[config.mk]
export PLATFORM = sky130hd
export DESIGN_NAME = multiexp_pnt_scl_stream_flat
export DESIGN_NICKNAME = d
export VERILOG_FILES = /design/src/rtl/multiexp_pnt_scl_stream_if.sv /design/src/rtl/multiexp_pnt_scl_stream.sv /design/src/flat_wrapper.sv
export SDC_FILE = /design/constraint.sdc
export NUM_CORES = 1
export LEC_CHECK = 0
export ABC_AREA = 1
export BUFFER_PORTS_ARGS = -buffer_cell sky130_fd_sc_hd__clkbuf_2
export CAP_MARGIN = 20
export CORE_AREA = 2 2 112 114
export DETAILED_ROUTE_END_ITERATION = 16
export DIE_AREA = 0 0 114 116
export PLACE_DENSITY = 0.75
export SLEW_MARGIN = 20
export SYNTH_ARGS = -nofsm -noshare
export SYNTH_HDL_FRONTEND = slang
export SYNTH_SLANG_ARGS = --single-unit
[constraint.sdc]
create_clock -name i_clk -period 3.6 [get_ports i_clk]
set_input_delay 0.36 -clock i_clk [delete_from_list [all_inputs] [get_ports i_clk]]
set_output_delay 0.36 -clock i_clk [all_outputs]
set_load 0.02 [all_outputs]
[src/rtl/multiexp_pnt_scl_stream_if.sv]
// AXI-stream style bundle shared by the point/scalar load path and the multiexp core feed.
interface if_axi_stream #(
    parameter int DAT_BITS = 8,
    parameter int CTL_BITS = 8
);
    logic                val;
    logic                rdy;
    logic                sop;
    logic                eop;
    logic [DAT_BITS-1:0] dat;
    logic [CTL_BITS-1:0] ctl;

    modport sink   (input val, sop, eop, dat, ctl, output rdy);
    modport source (output val, sop, eop, dat, ctl, input rdy);
endinterface

[src/rtl/multiexp_pnt_scl_stream.sv]
// Holds NUM_IN point/scalar pairs and replays them as the looping multiexp_core input stream.
// Optional MULTIEXP_STREAM_WR_ERR_EN: writes never stall; writes while busy are dropped and flagged.
module multiexp_pnt_scl_stream #(
    parameter type FP_TYPE  = logic [15:0],
    parameter type FE_TYPE  = logic [7:0],
    parameter int  KEY_BITS = 8,
    parameter int  CTL_BITS = 8,
    parameter int  NUM_IN   = 4
) (
    input  logic         i_clk,
    input  logic         i_rst_n,
    if_axi_stream.sink   i_wr_if,
    input  logic         i_start,
    input  logic         i_mode,
    if_axi_stream.source o_pnt_scl_if,
    output logic         o_busy,
    output logic         o_done,
    output logic         o_wr_err
);
    localparam int DW = $bits(FP_TYPE) + $bits(FE_TYPE);
    localparam int AW = (NUM_IN > 1) ? $clog2(NUM_IN) : 1;
    localparam int PW = (KEY_BITS > 1) ? $clog2(KEY_BITS) : 1;
    localparam logic [AW-1:0] IDX_LAST  = AW'(NUM_IN - 1);
    localparam logic [PW-1:0] PASS_LAST = PW'(KEY_BITS - 1);

    typedef enum logic [1:0] {IDLE, RUN, FLUSH} state_t;
    state_t state, state_nxt;

    logic [DW-1:0] mem [NUM_IN];
    logic [AW-1:0] idx;
    logic [PW-1:0] pass;
    logic          mode_r;
    logic          start_acc;
    logic          rd_en;
    logic          last_rd;
    logic          last_beat;

    logic [AW-1:0] wr_idx;
    logic          wr_in_range;
    logic          wr_en;

    // Two-entry skid buffer; each slot is also the RAM's registered read port.
    logic [DW-1:0] skid_dat_p1 [2];
    logic [1:0]    skid_sop_p1;
    logic [1:0]    skid_eop_p1;
    logic [1:0]    skid_mode_p1;
    logic [1:0]    skid_cnt;
    logic          wr_ptr;
    logic          rd_ptr;
    logic          vld_p1;
    logic          out_fire;
    logic          skid_free;

    assign o_busy      = (state != IDLE);
    assign wr_idx      = i_wr_if.ctl[AW-1:0];
    assign wr_in_range = (32'(wr_idx) < NUM_IN);
    assign last_rd     = mode_r || ((idx == IDX_LAST) && (pass == PASS_LAST));

    assign vld_p1    = (skid_cnt != 2'd0);
    assign out_fire  = vld_p1 && o_pnt_scl_if.rdy;
    assign skid_free = (skid_cnt != 2'd2) || out_fire;

    always_comb begin
        state_nxt = state;
        start_acc = 1'b0;
        rd_en     = 1'b0;
        last_beat = 1'b0;
        unique case (state)
            IDLE: begin
                if (i_start) begin
                    start_acc = 1'b1;
                    state_nxt = RUN;
                end
            end
            RUN: begin
                rd_en = skid_free;
                if (skid_free && last_rd) state_nxt = FLUSH;
            end
            FLUSH: begin
                if (out_fire && (skid_cnt == 2'd1)) begin
                    last_beat = 1'b1;
                    state_nxt = IDLE;
                end
            end
            default: state_nxt = IDLE;
        endcase
    end

    always_ff @(posedge i_clk) begin
        if (!i_rst_n) begin
            state    <= IDLE;
            idx      <= '0;
            pass     <= '0;
            mode_r   <= 1'b0;
            o_done   <= 1'b0;
            skid_cnt <= 2'd0;
            wr_ptr   <= 1'b0;
            rd_ptr   <= 1'b0;
        end else begin
            state    <= state_nxt;
            o_done   <= last_beat;
            skid_cnt <= skid_cnt + 2'(rd_en) - 2'(out_fire);
            if (rd_en)    wr_ptr <= ~wr_ptr;
            if (out_fire) rd_ptr <= ~rd_ptr;
            if (start_acc) begin
                mode_r <= i_mode;
                idx    <= '0;
                pass   <= '0;
            end else if (rd_en) begin
                if (idx == IDX_LAST) begin
                    idx  <= '0;
                    pass <= pass + PW'(1);
                end else begin
                    idx <= idx + AW'(1);
                end
            end
        end
    end

    // ---- stage p0 -> p1: RAM write, RAM read into skid slot ----
    always_ff @(posedge i_clk) begin
        if (wr_en) mem[wr_idx] <= i_wr_if.dat;
        if (rd_en) begin
            skid_dat_p1[wr_ptr]  <= mem[idx];
            skid_sop_p1[wr_ptr]  <= (idx == '0);
            skid_eop_p1[wr_ptr]  <= mode_r || (idx == IDX_LAST);
            skid_mode_p1[wr_ptr] <= mode_r;
        end
    end

    // Gating with vld_p1 keeps the payload at zero while idle without resetting data regs.
    assign o_pnt_scl_if.val = vld_p1;
    assign o_pnt_scl_if.dat = vld_p1 ? skid_dat_p1[rd_ptr] : '0;
    assign o_pnt_scl_if.sop = vld_p1 && skid_sop_p1[rd_ptr];
    assign o_pnt_scl_if.eop = vld_p1 && skid_eop_p1[rd_ptr];
    assign o_pnt_scl_if.ctl = CTL_BITS'(vld_p1 && skid_mode_p1[rd_ptr]);

`ifdef MULTIEXP_STREAM_WR_ERR_EN
    assign i_wr_if.rdy = 1'b1;
    assign wr_en       = i_wr_if.val && !o_busy && wr_in_range;

    always_ff @(posedge i_clk) begin
        if (!i_rst_n)                    o_wr_err <= 1'b0;
        else if (start_acc)              o_wr_err <= 1'b0;
        else if (i_wr_if.val && o_busy)  o_wr_err <= 1'b1;
    end
`else
    assign i_wr_if.rdy = !o_busy;
    assign wr_en       = i_wr_if.val && !o_busy && wr_in_range;
    assign o_wr_err    = 1'b0;
`endif

endmodule

[src/flat_wrapper.sv]
// flat-port wrapper written by rule: the top's interface ports become plain ports
module multiexp_pnt_scl_stream_flat 
#(
    parameter type FP_TYPE  = logic [15:0],
    parameter type FE_TYPE  = logic [7:0],
    parameter int  KEY_BITS = 8,
    parameter int  CTL_BITS = 8,
    parameter int  NUM_IN   = 4
)
  (i_clk, i_rst_n, i_start, i_mode, o_busy, o_done, o_wr_err, i_wr_if_val, i_wr_if_sop, i_wr_if_eop, i_wr_if_dat, i_wr_if_ctl, i_wr_if_rdy, o_pnt_scl_if_val, o_pnt_scl_if_sop, o_pnt_scl_if_eop, o_pnt_scl_if_dat, o_pnt_scl_if_ctl, o_pnt_scl_if_rdy);
  if_axi_stream #(.DAT_BITS((24)), .CTL_BITS(CTL_BITS)) i_wr_if_i ();
  if_axi_stream #(.DAT_BITS((24)), .CTL_BITS(CTL_BITS)) o_pnt_scl_if_i ();
  input  logic i_clk;
  input  logic i_rst_n;
  input  logic i_start;
  input  logic i_mode;
  output logic o_busy;
  output logic o_done;
  output logic o_wr_err;
  input wire logic [$bits(i_wr_if_i.val)-1:0] i_wr_if_val;
  input wire logic [$bits(i_wr_if_i.sop)-1:0] i_wr_if_sop;
  input wire logic [$bits(i_wr_if_i.eop)-1:0] i_wr_if_eop;
  input wire logic [$bits(i_wr_if_i.dat)-1:0] i_wr_if_dat;
  input wire logic [$bits(i_wr_if_i.ctl)-1:0] i_wr_if_ctl;
  output wire logic [$bits(i_wr_if_i.rdy)-1:0] i_wr_if_rdy;
  output wire logic [$bits(o_pnt_scl_if_i.val)-1:0] o_pnt_scl_if_val;
  output wire logic [$bits(o_pnt_scl_if_i.sop)-1:0] o_pnt_scl_if_sop;
  output wire logic [$bits(o_pnt_scl_if_i.eop)-1:0] o_pnt_scl_if_eop;
  output wire logic [$bits(o_pnt_scl_if_i.dat)-1:0] o_pnt_scl_if_dat;
  output wire logic [$bits(o_pnt_scl_if_i.ctl)-1:0] o_pnt_scl_if_ctl;
  input wire logic [$bits(o_pnt_scl_if_i.rdy)-1:0] o_pnt_scl_if_rdy;
  assign i_wr_if_i.val = i_wr_if_val;
  assign i_wr_if_i.sop = i_wr_if_sop;
  assign i_wr_if_i.eop = i_wr_if_eop;
  assign i_wr_if_i.dat = i_wr_if_dat;
  assign i_wr_if_i.ctl = i_wr_if_ctl;
  assign i_wr_if_rdy = i_wr_if_i.rdy;
  assign o_pnt_scl_if_val = o_pnt_scl_if_i.val;
  assign o_pnt_scl_if_sop = o_pnt_scl_if_i.sop;
  assign o_pnt_scl_if_eop = o_pnt_scl_if_i.eop;
  assign o_pnt_scl_if_dat = o_pnt_scl_if_i.dat;
  assign o_pnt_scl_if_ctl = o_pnt_scl_if_i.ctl;
  assign o_pnt_scl_if_i.rdy = o_pnt_scl_if_rdy;
  multiexp_pnt_scl_stream #(.FP_TYPE(FP_TYPE), .FE_TYPE(FE_TYPE), .KEY_BITS(KEY_BITS), .CTL_BITS(CTL_BITS), .NUM_IN(NUM_IN)) u_core (.i_clk(i_clk), .i_rst_n(i_rst_n), .i_wr_if(i_wr_if_i), .i_start(i_start), .i_mode(i_mode), .o_pnt_scl_if(o_pnt_scl_if_i), .o_busy(o_busy), .o_done(o_done), .o_wr_err(o_wr_err));
endmodule
==> flow_metrics.tcl <==
set metrics [dict create \
    status "finished clean" \
    slowest_stage "inv_1" \
    wirelength_um 11440 \
    die-width_um 114 \
    seq_power_share 0.473 \
    required_ns 3.24 \
    vdd_ir_drop_max_uv 381.1 \
    path_class "reg2out" \
    clock_path_buffers 2 \
    rsz0062_at_grt "false" \
    antenna_found_initial 0 \
    finalMaxSlewViolations 0 \
    synth_area_um2 6462 \
    grt_max_degree 50 \
    avgRoutedWirePerCell_um 15.88 \
    synthTopCellsByArea "edfxtp_1, dfxtp_1, nand2_1, o21ai_0, nor2_1" \
    holdWs_ns 0.1557 \
    gp_congestion 0.7896 \
    fin_area_um2 7411 \
    fin_ws_ns 1.146 \
    holdBufCountCts 0 \
    yosysTopAreaCell "edfxtp_1" \
    drive_gt1_frac 0.2251 \
    async_flop_share 0 \
    power_density_nw_per_um2 658.0 \
    core_area_um2 11910 \
    slew_headroom 0.4229 \
    dp_hpwl_um 7017 \
    r2r_cells 9 \
    layout_min_cycle_time_ns 2.454 \
    cts_root_buffer "clkbuf_16" \
    grtUsageTotal 0.1835 \
    final_cells 720 \
    antenna_cells 0 \
    hold_violations 0 \
    fin_setup_tns_ns 0 \
    start_util 0.5425 \
    avgSynthCellArea_um2 13.11 \
    post-route-period-util 0.6816 \
    fp-row-count 40 \
    htree_levels 4 \
    clkPwrFrac 0.328 \
    setup_viol 0 \
    numCtsBuffers 17 \
    fin_util 0.6222 \
    synthFlopType "edfxtp_1" \
    path_depth 5 \
    detail-route-antenna-nets 0 \
    pin_count 79 \
    cts_tree "yes" \
    clkSlewWorstSetupHoldPaths_ns 0.06 \
    clock-sinks 166 \
    syn_inst 493 \
    drt_iter0_drc 316 \
    die_area_um2 13220 \
    crit_fanout 25 \
    dp.cells 688 \
    p_leak_nw 2.708 \
    grt_pass1_wl_um 17690 \
    total_power_mw 4.876 \
    synth_seq_area_share 0.7466 \
    yosysMostFrequentCell "edfxtp_1" \
    max_slew.worst_pin.slew_ns 0.8645 \
    port_buffers 62 \
    synth_edf_count 150 \
    synth.top_cell.area_share 0.6970 \
    cap_violations 0 \
    grt_overflow_total 0 \
    max_freq_mhz 407.6 \
    post_cts_buffers 0 \
    ctsResizeCount 0 \
    cp_data_arrival_time_ns 2.09 \
    n_fill_cell 885 \
    worstPathBufferInverterCount 3 \
    first_global_vias 3647 \
    synth_warnings 0 \
    skew_ns 0.008703 \
    worstHoldPathType "in2reg" \
    vias_per_cell 5.336 \
    vias 3842 \
    insertion_delay_ns 0.42 \
    swShare 0.3014 \
    ys_types 28 \
    drc 0 \
    area_growth_pct 14.68 \
    hold_depth 1 \
    path_delay_family "buffers and inverters" \
    place_area_um2 6878 \
    crit_path_start_kind "flop" \
    crit_chain "buf_4 > inv_1 > nand2_1 > a21oi_1 > clkbuf_2" \
    comb_power_share 0.199 \
    layout.nets 606 \
    die_h_um 116 \
    cp-end-kind "output port" \
    intPower_mw 3.406 \
    cpPeakStageDelay_ns 0.56 \
    drt-pass1-iter-count 5 \
    p_switching_mw 1.470 \
    synthTopCellsByCount "edfxtp_1, nand2_1, nor2_1, o21ai_0, o22ai_1" \
    pre_cts_slack_ns 1.460 \
    multi_input_area_um2 1390 \
    ys_seq_elements 166 \
    seqCellArea_um2 4825 \
]
-- cells in the final DEF, fill, tap and decap left out --
cell / Yosys / routed
edfxtp_1: 150 / 150
nand2_1: 71 / 71
clkbuf_2: 0 / 62
nor2_1: 63 / 61
o21ai_0: 50 / 50
o22ai_1: 24 / 24
inv_1: 23 / 23
a21oi_1: 23 / 23
clkbuf_16: 0 / 17
dfxtp_1: 16 / 16
a21oi_2: 10 / 10
buf_4: 11 / 9
conb_1: 1 / 8
ha_1: 6 / 6
nor2_2: 3 / 5
clkinvlp_4: 0 / 5
inv_2: 4 / 4
nor3_2: 0 / 4
o21ai_1: 3 / 3
nand4_1: 3 / 3
clkinv_4: 0 / 3
inv_6: 0 / 3
nand3_1: 2 / 2
clkinv_2: 0 / 2
nand3_4: 1 / 1
nor2_4: 1 / 1
nand2_4: 1 / 1
or2_2: 1 / 1
nand3_2: 1 / 1
xor2_1: 1 / 1
nor4_1: 1 / 1
clkinv_1: 0 / 1
clkbuf_1: 4 / 1
-- cell families after synthesis --
family,synth area share
flip-flops,0.7466
AND/OR/NAND/NOR,0.09797
AO/OA/AOI/OAI,0.09564
buffers and inverters,0.04627
adder cells (fa/ha/maj),0.01162
XOR/XNOR,0.001356
other,0.0005803
-- layer usage --
layer / GRT usage / vias up / part of all wire / routed length (µm)
met1: 0.2169 / 1831 / 0.41 / 4744
met3: 0.06433 / 14 / 0.059 / 674
met2: 0.3063 / 120 / 0.51 / 5814
li1: - / 1877 / - / -
met5: 0 / - / 0 / 0
met4: 0.08130 / 0 / 0.018 / 204
-- final timing paths --
kind                       from                    to  slack, ns
max                        flop  o_pnt_scl_if_dat[13]       1.15
min             i_wr_if_dat[21]     u_core.mem[3][21]       0.16
max reg2reg  u_core.skid_cnt[1]    u_core.skid_cnt[1]       1.47
min reg2reg     u_core.state[0]         u_core.o_done       0.50
-- sequential cells by signal, indices dropped and copies added, names as in the netlist, named ones only --
register	cells
u_core.idx	2
u_core.mem	96
u_core.mode_r	1
u_core.o_done	1
u_core.pass	3
u_core.rd_ptr	1
u_core.skid_cnt	2
u_core.skid_dat_p1	48
u_core.skid_eop_p1	2
u_core.skid_mode_p1	2
u_core.skid_sop_p1	2
u_core.state	2
u_core.wr_ptr	1
-- worst register-to-register path: cells and delay by family (launching register included) --
kind | cells | cell delay [ns]
xor gates and xnor gates | 1 | 0.19
adders and majority gates | 2 | 0.47
buffers and inverters | 1 | 0.06
DFF | 1 | 0.37
and+or+nand+nor | 5 | 0.95
-- power by group through the flow --
stage / clock (mW) / sequential [mW] / combinational, mW
2_1_floorplan: 0 / 2.33 / 0.723
3_3_place_gp: 0 / 2.34 / 0.951
3_5_place_dp: 0 / 2.35 / 0.976
4_1_cts: 1.62 / 2.31 / 0.980
5_1_grt: 1.70 / 2.32 / 1.07
6_report: 1.60 / 2.31 / 0.972
-- final cells by class --
type	count	area share
flip-flops and latches	166	0.6510
multi-input cells	277	0.1876
clock buffers	18	0.05791
repair buffers	71	0.05099
well taps	147	0.02482
clock inverters	14	0.01401
inverters	27	0.01368
Power figures use the tool's default switching activity.
